===== src/rtl/axi4lite_buffered_bridge_if.sv =====
// AXI4-Lite bus bundle shared by the slave (load/store unit) and master
// (interconnect) sides of the buffered bridge.
interface axi4lite_buffered_bridge_if #(
    parameter int ADDR_WIDTH = 64,
    parameter int DATA_WIDTH = 64
);
    localparam int STRB_WIDTH = DATA_WIDTH / 8;

    logic [ADDR_WIDTH-1:0] awaddr;
    logic [2:0]            awprot;
    logic                  awvalid;
    logic                  awready;

    logic [DATA_WIDTH-1:0] wdata;
    logic [STRB_WIDTH-1:0] wstrb;
    logic                  wvalid;
    logic                  wready;

    logic [1:0]            bresp;
    logic                  bvalid;
    logic                  bready;

    logic [ADDR_WIDTH-1:0] araddr;
    logic [2:0]            arprot;
    logic                  arvalid;
    logic                  arready;

    logic [DATA_WIDTH-1:0] rdata;
    logic [1:0]            rresp;
    logic                  rvalid;
    logic                  rready;

    // Issues requests, accepts responses.
    modport master (
        output awaddr, awprot, awvalid, input  awready,
        output wdata, wstrb, wvalid,    input  wready,
        input  bresp, bvalid,           output bready,
        output araddr, arprot, arvalid, input  arready,
        input  rdata, rresp, rvalid,    output rready
    );

    // Accepts requests, returns responses.
    modport slave (
        input  awaddr, awprot, awvalid, output awready,
        input  wdata, wstrb, wvalid,    output wready,
        output bresp, bvalid,           input  bready,
        input  araddr, arprot, arvalid, output arready,
        output rdata, rresp, rvalid,    input  rready
    );
endinterface


===== src/rtl/axi4lite_buffered_bridge.sv =====
// AXI4-Lite pass-through bridge: every channel runs through its own small
// FIFO, and reads/writes in flight are capped and counted.

// Single-clock FIFO with registered storage; the head entry drives the output,
// so there is never a combinational path from input to output.
module axi4lite_buffered_bridge_fifo #(
    parameter int WIDTH = 8,
    parameter int DEPTH = 2
) (
    input  logic             clk,
    input  logic             srst,
    input  logic             in_valid,
    output logic             in_ready,
    input  logic [WIDTH-1:0] in_data,
    output logic             out_valid,
    input  logic             out_ready,
    output logic [WIDTH-1:0] out_data,
    output logic             empty
);
    localparam int PW   = $clog2(DEPTH);
    localparam int CNTW = $clog2(DEPTH + 1);
    localparam logic [CNTW-1:0] FULL_CNT = CNTW'(DEPTH);

    logic [WIDTH-1:0] mem_reg [DEPTH];
    logic [PW-1:0]    wr_ptr_reg;
    logic [PW-1:0]    rd_ptr_reg;
    logic [CNTW-1:0]  count_reg;
    logic             full;
    logic             push;
    logic             pop;

    assign full      = (count_reg == FULL_CNT);
    assign empty     = (count_reg == '0);
    // Handshakes are forced low while reset is held so nothing moves.
    assign in_ready  = !full && !srst;
    assign out_valid = !empty && !srst;
    assign push      = in_valid && in_ready;
    assign pop       = out_valid && out_ready;
    assign out_data  = srst ? '0 : mem_reg[rd_ptr_reg];

    genvar gi;
    generate
        for (gi = 0; gi < DEPTH; gi++) begin : g_entry
            // Each entry clears on reset and captures when the write pointer selects it.
            always_ff @(posedge clk) begin
                if (srst) begin
                    mem_reg[gi] <= '0;
                end else if (push && (wr_ptr_reg == PW'(gi))) begin
                    mem_reg[gi] <= in_data;
                end
            end
        end
    endgenerate

    // Pointers wrap naturally (DEPTH is a power of two); count tracks occupancy.
    always_ff @(posedge clk) begin
        if (srst) begin
            wr_ptr_reg <= '0;
            rd_ptr_reg <= '0;
            count_reg  <= '0;
        end else begin
            if (push) wr_ptr_reg <= wr_ptr_reg + PW'(1);
            if (pop)  rd_ptr_reg <= rd_ptr_reg + PW'(1);
            case ({push, pop})
                2'b10:   count_reg <= count_reg + CNTW'(1);
                2'b01:   count_reg <= count_reg - CNTW'(1);
                default: count_reg <= count_reg;
            endcase
        end
    end
endmodule

module axi4lite_buffered_bridge #(
    parameter int ADDR_WIDTH      = 64,
    parameter int DATA_WIDTH      = 64,
    parameter int STRB_WIDTH      = DATA_WIDTH / 8,
    parameter int DEPTH           = 2,
    parameter int MAX_OUTSTANDING = 4
) (
    input  logic                                     axi_clk,
    input  logic                                     axi_rst,
    axi4lite_buffered_bridge_if.slave                saxi,
    axi4lite_buffered_bridge_if.master               maxi,
    output logic [$clog2(MAX_OUTSTANDING+1)-1:0]     rd_outstanding,
    output logic [$clog2(MAX_OUTSTANDING+1)-1:0]     wr_outstanding,
    output logic                                     idle
);
    localparam int CW   = $clog2(MAX_OUTSTANDING + 1);
    localparam logic [CW-1:0] MAX_CNT = CW'(MAX_OUTSTANDING);
    localparam int AW_W = ADDR_WIDTH + 3;
    localparam int W_W  = DATA_WIDTH + STRB_WIDTH;
    localparam int B_W  = 2;
    localparam int R_W  = DATA_WIDTH + 2;

    logic [CW-1:0] rd_outstanding_reg;
    logic [CW-1:0] wr_outstanding_reg;
    logic          rd_room;
    logic          wr_room;
    logic          ar_hs, r_hs, aw_hs, b_hs;

    logic             aw_in_ready, ar_in_ready;
    logic             aw_empty, w_empty, b_empty, ar_empty, r_empty;
    logic [AW_W-1:0]  aw_out_data;
    logic [W_W-1:0]   w_out_data;
    logic [B_W-1:0]   b_out_data;
    logic [AW_W-1:0]  ar_out_data;
    logic [R_W-1:0]   r_out_data;

    assign rd_room = (rd_outstanding_reg < MAX_CNT);
    assign wr_room = (wr_outstanding_reg < MAX_CNT);

    // Write address: throttled by the outstanding-write cap.
    axi4lite_buffered_bridge_fifo #(.WIDTH(AW_W), .DEPTH(DEPTH)) u_aw_fifo (
        .clk(axi_clk), .srst(axi_rst),
        .in_valid(saxi.awvalid && wr_room), .in_ready(aw_in_ready),
        .in_data({saxi.awaddr, saxi.awprot}),
        .out_valid(maxi.awvalid), .out_ready(maxi.awready),
        .out_data(aw_out_data), .empty(aw_empty)
    );
    assign saxi.awready = aw_in_ready && wr_room;
    assign {maxi.awaddr, maxi.awprot} = aw_out_data;

    // Write data: never throttled, independent of the AW path.
    axi4lite_buffered_bridge_fifo #(.WIDTH(W_W), .DEPTH(DEPTH)) u_w_fifo (
        .clk(axi_clk), .srst(axi_rst),
        .in_valid(saxi.wvalid), .in_ready(saxi.wready),
        .in_data({saxi.wdata, saxi.wstrb}),
        .out_valid(maxi.wvalid), .out_ready(maxi.wready),
        .out_data(w_out_data), .empty(w_empty)
    );
    assign {maxi.wdata, maxi.wstrb} = w_out_data;

    // Write response: forwarded unmodified back to the slave side.
    axi4lite_buffered_bridge_fifo #(.WIDTH(B_W), .DEPTH(DEPTH)) u_b_fifo (
        .clk(axi_clk), .srst(axi_rst),
        .in_valid(maxi.bvalid), .in_ready(maxi.bready),
        .in_data(maxi.bresp),
        .out_valid(saxi.bvalid), .out_ready(saxi.bready),
        .out_data(b_out_data), .empty(b_empty)
    );
    assign saxi.bresp = b_out_data;

    // Read address: throttled by the outstanding-read cap.
    axi4lite_buffered_bridge_fifo #(.WIDTH(AW_W), .DEPTH(DEPTH)) u_ar_fifo (
        .clk(axi_clk), .srst(axi_rst),
        .in_valid(saxi.arvalid && rd_room), .in_ready(ar_in_ready),
        .in_data({saxi.araddr, saxi.arprot}),
        .out_valid(maxi.arvalid), .out_ready(maxi.arready),
        .out_data(ar_out_data), .empty(ar_empty)
    );
    assign saxi.arready = ar_in_ready && rd_room;
    assign {maxi.araddr, maxi.arprot} = ar_out_data;

    // Read data: forwarded unmodified back to the slave side.
    axi4lite_buffered_bridge_fifo #(.WIDTH(R_W), .DEPTH(DEPTH)) u_r_fifo (
        .clk(axi_clk), .srst(axi_rst),
        .in_valid(maxi.rvalid), .in_ready(maxi.rready),
        .in_data({maxi.rdata, maxi.rresp}),
        .out_valid(saxi.rvalid), .out_ready(saxi.rready),
        .out_data(r_out_data), .empty(r_empty)
    );
    assign {saxi.rdata, saxi.rresp} = r_out_data;

    assign ar_hs = saxi.arvalid && saxi.arready;
    assign r_hs  = saxi.rvalid  && saxi.rready;
    assign aw_hs = saxi.awvalid && saxi.awready;
    assign b_hs  = saxi.bvalid  && saxi.bready;

    // Reads in flight: up on AR accept, down on R delivery, floor at zero.
    always_ff @(posedge axi_clk) begin
        if (axi_rst) begin
            rd_outstanding_reg <= '0;
        end else if (ar_hs && !r_hs) begin
            rd_outstanding_reg <= rd_outstanding_reg + CW'(1);
        end else if (!ar_hs && r_hs && (rd_outstanding_reg != '0)) begin
            rd_outstanding_reg <= rd_outstanding_reg - CW'(1);
        end
    end

    // Writes in flight: up on AW accept, down on B delivery, floor at zero.
    always_ff @(posedge axi_clk) begin
        if (axi_rst) begin
            wr_outstanding_reg <= '0;
        end else if (aw_hs && !b_hs) begin
            wr_outstanding_reg <= wr_outstanding_reg + CW'(1);
        end else if (!aw_hs && b_hs && (wr_outstanding_reg != '0)) begin
            wr_outstanding_reg <= wr_outstanding_reg - CW'(1);
        end
    end

    assign rd_outstanding = rd_outstanding_reg;
    assign wr_outstanding = wr_outstanding_reg;

    assign idle = axi_rst ||
                  (aw_empty && w_empty && b_empty && ar_empty && r_empty &&
                   (rd_outstanding_reg == '0) && (wr_outstanding_reg == '0));

    // A response with nothing outstanding means the interconnect misbehaved.
    a_rd_underflow: assert property (@(posedge axi_clk) disable iff (axi_rst)
        !(r_hs && !ar_hs && (rd_outstanding_reg == '0)));
    a_wr_underflow: assert property (@(posedge axi_clk) disable iff (axi_rst)
        !(b_hs && !aw_hs && (wr_outstanding_reg == '0)));
endmodule


===== src/flat_wrapper.sv =====
// flat-port wrapper written by rule: the top's interface ports become plain ports
module axi4lite_buffered_bridge_flat 
#(
    parameter int ADDR_WIDTH      = 64,
    parameter int DATA_WIDTH      = 64,
    parameter int STRB_WIDTH      = DATA_WIDTH / 8,
    parameter int DEPTH           = 2,
    parameter int MAX_OUTSTANDING = 4
)
  (axi_clk, axi_rst, rd_outstanding, wr_outstanding, idle, saxi_awaddr, saxi_awprot, saxi_awvalid, saxi_awready, saxi_wdata, saxi_wstrb, saxi_wvalid, saxi_wready, saxi_bresp, saxi_bvalid, saxi_bready, saxi_araddr, saxi_arprot, saxi_arvalid, saxi_arready, saxi_rdata, saxi_rresp, saxi_rvalid, saxi_rready, maxi_awaddr, maxi_awprot, maxi_awvalid, maxi_awready, maxi_wdata, maxi_wstrb, maxi_wvalid, maxi_wready, maxi_bresp, maxi_bvalid, maxi_bready, maxi_araddr, maxi_arprot, maxi_arvalid, maxi_arready, maxi_rdata, maxi_rresp, maxi_rvalid, maxi_rready);
  axi4lite_buffered_bridge_if #(.ADDR_WIDTH(ADDR_WIDTH), .DATA_WIDTH(DATA_WIDTH)) saxi_i ();
  axi4lite_buffered_bridge_if #(.ADDR_WIDTH(ADDR_WIDTH), .DATA_WIDTH(DATA_WIDTH)) maxi_i ();
  input  logic axi_clk;
  input  logic axi_rst;
  output logic [$clog2(MAX_OUTSTANDING+1)-1:0] rd_outstanding;
  output logic [$clog2(MAX_OUTSTANDING+1)-1:0] wr_outstanding;
  output logic idle;
  input wire logic [$bits(saxi_i.awaddr)-1:0] saxi_awaddr;
  input wire logic [$bits(saxi_i.awprot)-1:0] saxi_awprot;
  input wire logic [$bits(saxi_i.awvalid)-1:0] saxi_awvalid;
  output wire logic [$bits(saxi_i.awready)-1:0] saxi_awready;
  input wire logic [$bits(saxi_i.wdata)-1:0] saxi_wdata;
  input wire logic [$bits(saxi_i.wstrb)-1:0] saxi_wstrb;
  input wire logic [$bits(saxi_i.wvalid)-1:0] saxi_wvalid;
  output wire logic [$bits(saxi_i.wready)-1:0] saxi_wready;
  output wire logic [$bits(saxi_i.bresp)-1:0] saxi_bresp;
  output wire logic [$bits(saxi_i.bvalid)-1:0] saxi_bvalid;
  input wire logic [$bits(saxi_i.bready)-1:0] saxi_bready;
  input wire logic [$bits(saxi_i.araddr)-1:0] saxi_araddr;
  input wire logic [$bits(saxi_i.arprot)-1:0] saxi_arprot;
  input wire logic [$bits(saxi_i.arvalid)-1:0] saxi_arvalid;
  output wire logic [$bits(saxi_i.arready)-1:0] saxi_arready;
  output wire logic [$bits(saxi_i.rdata)-1:0] saxi_rdata;
  output wire logic [$bits(saxi_i.rresp)-1:0] saxi_rresp;
  output wire logic [$bits(saxi_i.rvalid)-1:0] saxi_rvalid;
  input wire logic [$bits(saxi_i.rready)-1:0] saxi_rready;
  output wire logic [$bits(maxi_i.awaddr)-1:0] maxi_awaddr;
  output wire logic [$bits(maxi_i.awprot)-1:0] maxi_awprot;
  output wire logic [$bits(maxi_i.awvalid)-1:0] maxi_awvalid;
  input wire logic [$bits(maxi_i.awready)-1:0] maxi_awready;
  output wire logic [$bits(maxi_i.wdata)-1:0] maxi_wdata;
  output wire logic [$bits(maxi_i.wstrb)-1:0] maxi_wstrb;
  output wire logic [$bits(maxi_i.wvalid)-1:0] maxi_wvalid;
  input wire logic [$bits(maxi_i.wready)-1:0] maxi_wready;
  input wire logic [$bits(maxi_i.bresp)-1:0] maxi_bresp;
  input wire logic [$bits(maxi_i.bvalid)-1:0] maxi_bvalid;
  output wire logic [$bits(maxi_i.bready)-1:0] maxi_bready;
  output wire logic [$bits(maxi_i.araddr)-1:0] maxi_araddr;
  output wire logic [$bits(maxi_i.arprot)-1:0] maxi_arprot;
  output wire logic [$bits(maxi_i.arvalid)-1:0] maxi_arvalid;
  input wire logic [$bits(maxi_i.arready)-1:0] maxi_arready;
  input wire logic [$bits(maxi_i.rdata)-1:0] maxi_rdata;
  input wire logic [$bits(maxi_i.rresp)-1:0] maxi_rresp;
  input wire logic [$bits(maxi_i.rvalid)-1:0] maxi_rvalid;
  output wire logic [$bits(maxi_i.rready)-1:0] maxi_rready;
  assign saxi_i.awaddr = saxi_awaddr;
  assign saxi_i.awprot = saxi_awprot;
  assign saxi_i.awvalid = saxi_awvalid;
  assign saxi_awready = saxi_i.awready;
  assign saxi_i.wdata = saxi_wdata;
  assign saxi_i.wstrb = saxi_wstrb;
  assign saxi_i.wvalid = saxi_wvalid;
  assign saxi_wready = saxi_i.wready;
  assign saxi_bresp = saxi_i.bresp;
  assign saxi_bvalid = saxi_i.bvalid;
  assign saxi_i.bready = saxi_bready;
  assign saxi_i.araddr = saxi_araddr;
  assign saxi_i.arprot = saxi_arprot;
  assign saxi_i.arvalid = saxi_arvalid;
  assign saxi_arready = saxi_i.arready;
  assign saxi_rdata = saxi_i.rdata;
  assign saxi_rresp = saxi_i.rresp;
  assign saxi_rvalid = saxi_i.rvalid;
  assign saxi_i.rready = saxi_rready;
  assign maxi_awaddr = maxi_i.awaddr;
  assign maxi_awprot = maxi_i.awprot;
  assign maxi_awvalid = maxi_i.awvalid;
  assign maxi_i.awready = maxi_awready;
  assign maxi_wdata = maxi_i.wdata;
  assign maxi_wstrb = maxi_i.wstrb;
  assign maxi_wvalid = maxi_i.wvalid;
  assign maxi_i.wready = maxi_wready;
  assign maxi_i.bresp = maxi_bresp;
  assign maxi_i.bvalid = maxi_bvalid;
  assign maxi_bready = maxi_i.bready;
  assign maxi_araddr = maxi_i.araddr;
  assign maxi_arprot = maxi_i.arprot;
  assign maxi_arvalid = maxi_i.arvalid;
  assign maxi_i.arready = maxi_arready;
  assign maxi_i.rdata = maxi_rdata;
  assign maxi_i.rresp = maxi_rresp;
  assign maxi_i.rvalid = maxi_rvalid;
  assign maxi_rready = maxi_i.rready;
  axi4lite_buffered_bridge #(.ADDR_WIDTH(ADDR_WIDTH), .DATA_WIDTH(DATA_WIDTH), .STRB_WIDTH(STRB_WIDTH), .DEPTH(DEPTH), .MAX_OUTSTANDING(MAX_OUTSTANDING)) u_core (.axi_clk(axi_clk), .axi_rst(axi_rst), .saxi(saxi_i), .maxi(maxi_i), .rd_outstanding(rd_outstanding), .wr_outstanding(wr_outstanding), .idle(idle));
endmodule

===== config.mk =====
export PLATFORM = sky130hd
export DESIGN_NAME = axi4lite_buffered_bridge_flat
export DESIGN_NICKNAME = d
export VERILOG_FILES = /design/src/rtl/axi4lite_buffered_bridge_if.sv /design/src/rtl/axi4lite_buffered_bridge.sv /design/src/flat_wrapper.sv
export SDC_FILE = /design/constraint.sdc
export NUM_CORES = 1
export LEC_CHECK = 0
export CORE_UTILIZATION = 47
export DETAILED_ROUTE_END_ITERATION = 8
export HOLD_SLACK_MARGIN = 0.02
export PLACE_DENSITY_LB_ADDON = 0.15
export SYNTH_ARGS = -nofsm -noshare
export SYNTH_HDL_FRONTEND = slang
export SYNTH_SLANG_ARGS = --single-unit

===== constraint.sdc =====
create_clock -name axi_clk -period 9.7 [get_ports axi_clk]
set_input_delay 1.94 -clock axi_clk [delete_from_list [all_inputs] [get_ports axi_clk]]
set_output_delay 1.94 -clock axi_clk [all_outputs]
set_load 0.05 [all_outputs]

-- Word level (Yosys, flattened, before mapping)
Memories as Yosys holds them, arrays and structs flattened. A register that Yosys moved wholly into a read port is not among the register bits.
Index checks and enable logic that the tools add are counted.
- order comparisons: 2
- equality and inequality tests: 15
- mux-type cells: 66
- reductions and logical operators: 80
- bitwise logic cells: 15
- add/subtract/negate cells: 24
- operators by type and width (kind ; count):
    $mux W67 ; 6
    $mux W72 ; 3
    $mux W66 ; 3
    $logic_and A1 B1 Y1 ; 48
    $mux W1 ; 42
    $eq A2 B2 Y1 const B ; 10
    $pmux W2 S2 ; 5
    $logic_not A1 Y1 ; 15
    $reduce_bool A2 Y1 ; 7
    $mux W3 ; 4
    $add A1 B1 Y1 const B ; 10
    $add A2 B1 Y2 const B ; 5
    $eq A2 B1 Y1 const B ; 5
    $logic_not A2 Y1 ; 5
    $or A1 B1 Y1 ; 10
    $sub A2 B1 Y2 const B ; 5
    $add A3 B1 Y3 const B ; 2
    $logic_not A3 Y1 ; 2
    $lt A3 B3 Y1 const B ; 2
    $mux W2 ; 3
    $reduce_bool A3 Y1 ; 2
    $sub A3 B1 Y3 const B ; 2
    $not A1 Y1 ; 5
    $logic_or A1 B1 Y1 ; 1
- memories kept: 5
- output and inout bits: 291
- input bits: 286
- logic and storage cells: 224
- memory bits (writable): 548
- register bits after elaboration: 26
- memories (memory ; words ; width ; rd ports ; clocked after memory_dff ; write ports ; line ; RTL):
    u_core.u_w_fifo.mem_reg ; 2 ; 72 ; 1 ; 1 ; 2 ; axi4lite_buffered_bridge.sv:24 ; logic [WIDTH-1:0] mem_reg [DEPTH];
    u_core.u_ar_fifo.mem_reg ; 2 ; 67 ; 1 ; 1 ; 2 ; axi4lite_buffered_bridge.sv:24 ;
    u_core.u_aw_fifo.mem_reg ; 2 ; 67 ; 1 ; 1 ; 2 ; axi4lite_buffered_bridge.sv:24 ;
    u_core.u_r_fifo.mem_reg ; 2 ; 66 ; 1 ; 1 ; 2 ; axi4lite_buffered_bridge.sv:24 ;
    u_core.u_b_fifo.mem_reg ; 2 ; 2 ; 1 ; 1 ; 2 ; axi4lite_buffered_bridge.sv:24 ;

-- Depth between registers and ports, before layout
- depth in word-level cells: 10
- depth in mapped cells: 9

-- By module
A second synthesis with hierarchy kept.
- cells, all modules: 2287
- area total of the unflattened synthesis: 26386.6 sq um
- by module, submodules not included (module ; area an instance (sq um) ; cells an instance ; times used):
    axi4lite_buffered_bridge_fifo (u_core.u_ar_fifo ...) ; 6153.4 ; 540 ; 2
    axi4lite_buffered_bridge_fifo (u_core.u_w_fifo) ; 6772.7 ; 574 ; 1
    axi4lite_buffered_bridge_fifo (u_core.u_r_fifo) ; 6382.4 ; 531 ; 1
    axi4lite_buffered_bridge ; 506.7 ; 58 ; 1
    axi4lite_buffered_bridge_fifo (u_core.u_b_fifo) ; 417.9 ; 44 ; 1

-- Least setup slack after synthesis
Ideal clock, no wire load.
- path kind: input port to flip-flop
- start: input axi_rst
- end: memory u_core.u_w_fifo.mem_reg[0][0] (netlist name) (enable)
- stages: 4
- path slack: 1677 ps
- data required time: 9098 ps
- arrival time: 7421 ps
- cells stage by stage: buf_6 -> inv_2 -> o211ai_1 -> o21ai_0
- RTL lines (element ; line ; RTL):
    from (decl) ; flat_wrapper.sv:14 ; input logic axi_rst;
    to (decl) ; axi4lite_buffered_bridge.sv:24 ;

-- Worst setup path in the final report
- start: input axi_rst
- end: output maxi_awaddr[14]
- word-level cells in the longest chain between the ends: 1
- RTL lines (element ; line ; RTL):
    $mux W67 ; axi4lite_buffered_bridge.sv:39 ; assign out_data = srst ? '0 : mem_reg[rd_ptr_reg];
    to (decl) ; flat_wrapper.sv:37 ; output wire logic [$bits(maxi_i.awaddr)-1:0] maxi_awaddr;
No other way between the ends.

==> impl_metrics.json <==
{
  "grt_max_degree": 202,
  "ant_nets": 0,
  "instances_no_fill": 3248,
  "yosys-top-cells-area": "edfxtp_1, mux2i_1, and2_1",
  "fillCellCount": 4152,
  "yosysUniqueCellTypes": 47,
  "post-route-util_pct": 62.95,
  "drtPass1Iterations": 5,
  "period_share_pct": 66.04,
  "grt-ovfl-total": 0,
  "status": "complete, no violations",
  "clkSinkCount": 579,
  "dpl_cell_area_sq_um": 32200,
  "rsz0062_at_grt": "false",
  "drv_slew": 0,
  "yosysTopAreaCellShare_pct": 63.60,
  "synth.net_count": 2259,
  "grt_pass1_vias": 16725,
  "min_path_type": "register to register",
  "dp.cells": 3119,
  "ys_top_cells_by_count": "edfxtp_1, and2_1, nor2_1",
  "crit_chain": "buf_8, buf_12, nor2_1, clkdlybuf4s50_1",
  "p_seq_share_pct": 46.6,
  "required_ns": 7.76,
  "syn_area_sq_um": 25870,
  "dieArea_sq_um": 56000,
  "clock_skew_ns": 0.02846,
  "core_region_area_sq_um": 54130,
  "setup_viol": 0,
  "vias_per_cell": 5.194,
  "p_leak_nw": 12.63,
  "p_sw_mw": 1.890,
  "rr_worst_depth": 6,
  "htreeDepth": 2,
  "timing.hold.ws_ns": 0.5007,
  "seqCellArea_sq_um": 17090,
  "path_max_fanout": 201,
  "gp_congestion": 0.8304,
  "numCtsBuffers": 59,
  "r2r-end": "u_core.u_aw_fifo.mem_reg[0][10]",
  "final_area_sq_um": 34080,
  "die_h_um": 236.6,
  "root_buffer": "clkbuf_16",
  "multi_input_area_sq_um": 8233,
  "irDropWorstVdd_mv": 0.1547,
  "worst_ep_arrival_time_ns": 4.47,
  "fin_tns_setup_ns": 0,
  "num_vias": 16870,
  "async_reset_ff_share_pct": 0,
  "yosysMostFrequentCell": "edfxtp_1",
  "clk_latency_ns": 0.61,
  "worst-path-buf-inv": 3,
  "start_util_pct": 47.80,
  "start_kind": "input port",
  "clk_pin_slew_ns": 0.06,
  "drc": 0,
  "pwr-share-clk_pct": 33.0,
  "final_nets": 2777,
  "syn2layout_area_growth_pct": 31.71,
  "ys_ff_latch": 579,
  "internal_power_mw": 4.708,
  "max_freq_mhz": 156.1,
  "largest_reg_flops": 144,
  "synth_warnings": 0,
  "min_to": "u_core.u_r_fifo.rd_ptr_reg",
  "io_buffers": 576,
  "seq_area_frac_synth_pct": 66.00,
  "swShare_pct": 28.65,
  "grt_pass1_wl_mm": 99.38,
  "end_kind": "output port",
  "syn_area_per_cell_sq_um": 13.16,
  "min_period_ns": 6.406,
  "dp_hpwl_mm": 43.75,
  "crit_type": "input port to output port",
  "wire_per_inst_um": 20.70,
  "cts_tree": "done",
  "synth_enable_flop_cells": 548,
  "cts_resized": 0,
  "max_stage_delay_ns": 0.76,
  "cts_setup_buffers": 0,
  "cts_hold_buf": 0,
  "whs_path_depth": 2,
  "final_layout_size_suffix_gt1_share_pct": 5.251,
  "syn_inst": 1966,
  "slowest_stage": "clkdlybuf4s50_1",
  "die_width_um": 236.6,
  "pin_count": 577,
  "worst_pin_slew_ns": 1.139,
  "maxCapViolCount": 0,
  "cts_max_path_buffers": 3,
  "drt-total-wl_mm": 67.23,
  "num_rows": 85,
  "comb_power_share_pct": 20.4,
  "slew_headroom_pct": 24.03,
  "ff2ff_setup_slack_ns": 6.30,
  "p_per_area_nw_per_um2": 193.6,
  "r2r_start": "u_core.u_aw_fifo.count_reg[0]",
  "grtUsageTotal_pct": 23.36,
  "cp_num_cells": 4,
  "hold_viol": 0,
  "dr.first_iter.drc_count": 1091,
  "crit_family": "buffers and inverters",
  "antenna_found_initial": 22,
  "hold_path.startpoint": "u_core.u_r_fifo.rd_ptr_reg",
  "yosys.area.top_type": "edfxtp_1",
  "synth_top_flop_cell": "edfxtp_1"
}
area by class of cell:
class	count	share of cell area (%)
Antenna cell	19	0.1395
Clock buffer	71	4.465
Clock inverter	39	0.9142
Inverter	12	0.1322
Multi-Input combinational cell	1233	24.16
Sequential cell	579	50.16
Tap cell	696	2.555
Timing Repair Buffer	599	17.48
stage by stage:
step	setup slack (ns)	total power, mW
finish	3.294	6.598
global route	3.224	6.831
CTS	3.322	6.654
detailed placement	3.303	4.479
global placement	3.348	4.455
floorplan	1.677	3.956
worst min-delay path, cell delays in order, from the launching register on:
cell	delay [ns]
dfxtp_1	0.32
xor2_1	0.08
nor2_1	0.07
worst max path at each step:
| stage | startpoint | endpoint |
|---|---|---|
| after floorplan | axi_rst | u_core.u_w_fifo.mem_reg[0][0] |
| after global placement | axi_rst | saxi_bvalid |
| after detailed placement | axi_rst | saxi_bvalid |
| after CTS | axi_rst | saxi_bvalid |
| after global routing | axi_rst | maxi_awaddr[33] |
| final | axi_rst | maxi_awaddr[14] |
cell usage in the layout (no fill, tap or decap), types with 2 or more instances in the layout:
| cell | instances |
|---|---|
| xor2_1 | 9 |
| or3_1 | 7 |
| buf_4 | 22 |
| o21ba_2 | 4 |
| clkinv_2 | 13 |
| nand2_2 | 3 |
| diode_2 | 19 |
| xnor2_1 | 12 |
| clkbuf_16 | 59 |
| bufinv_16 | 5 |
| mux2i_1 | 278 |
| nand3_1 | 2 |
| clkdlybuf4s50_1 | 575 |
| o21ai_4 | 4 |
| a21oi_1 | 6 |
| edfxtp_1 | 548 |
| nand2_1 | 10 |
| nor4_1 | 3 |
| dfxtp_2 | 2 |
| dfxtp_4 | 4 |
| o21a_1 | 2 |
| o21ai_0 | 9 |
| dfxtp_1 | 25 |
| and3_1 | 139 |
| or2_2 | 2 |
| and2_1 | 415 |
| nor3_1 | 2 |
| nor2b_1 | 3 |
| nor2_4 | 2 |
| ha_1 | 5 |
| clkbuf_1 | 12 |
| fa_1 | 2 |
| inv_1 | 11 |
| nor2_1 | 297 |
| a31oi_1 | 2 |
| clkinv_1 | 18 |
kinds of logic (layout without fill, tap and decap cells):
group / count (synthesis) / after routing / share of synthesized area [%]
multiplexers: 279 / 279 / 10.80
buffers and inverters: 154 / 721 / 2.427
XOR/XNOR: 21 / 21 / 0.7108
AND/OR/NAND/NOR: 893 / 893 / 18.80
adder cells (fa/ha/maj): 7 / 7 / 0.3965
AO/OA/AOI/OAI: 33 / 33 / 0.8704
other: 0 / 19 / 0
flip-flops: 579 / 579 / 66.00
metal layers:
metal	wire, um	up-vias	part of all wire (%)	global-route usage [%]
met5	71	-	0.11	0
met4	2149	12	3.2	9.445
met3	4856	122	7.2	6.458
met2	33300	490	50	38.34
met1	26850	8282	40	29.23
li1	-	7964	-	-
power groups by stage:
stage | clock [mW] | combinational [mW] | sequential [mW]
final | 2.18 | 1.34 | 3.07
after global routing | 2.32 | 1.42 | 3.10
after CTS | 2.22 | 1.36 | 3.08
after detailed placement | 0 | 1.35 | 3.13
after global placement | 0 | 1.34 | 3.11
after floorplan | 0 | 0.827 | 3.13
Note: power is estimated with default switching activity, not from simulation.
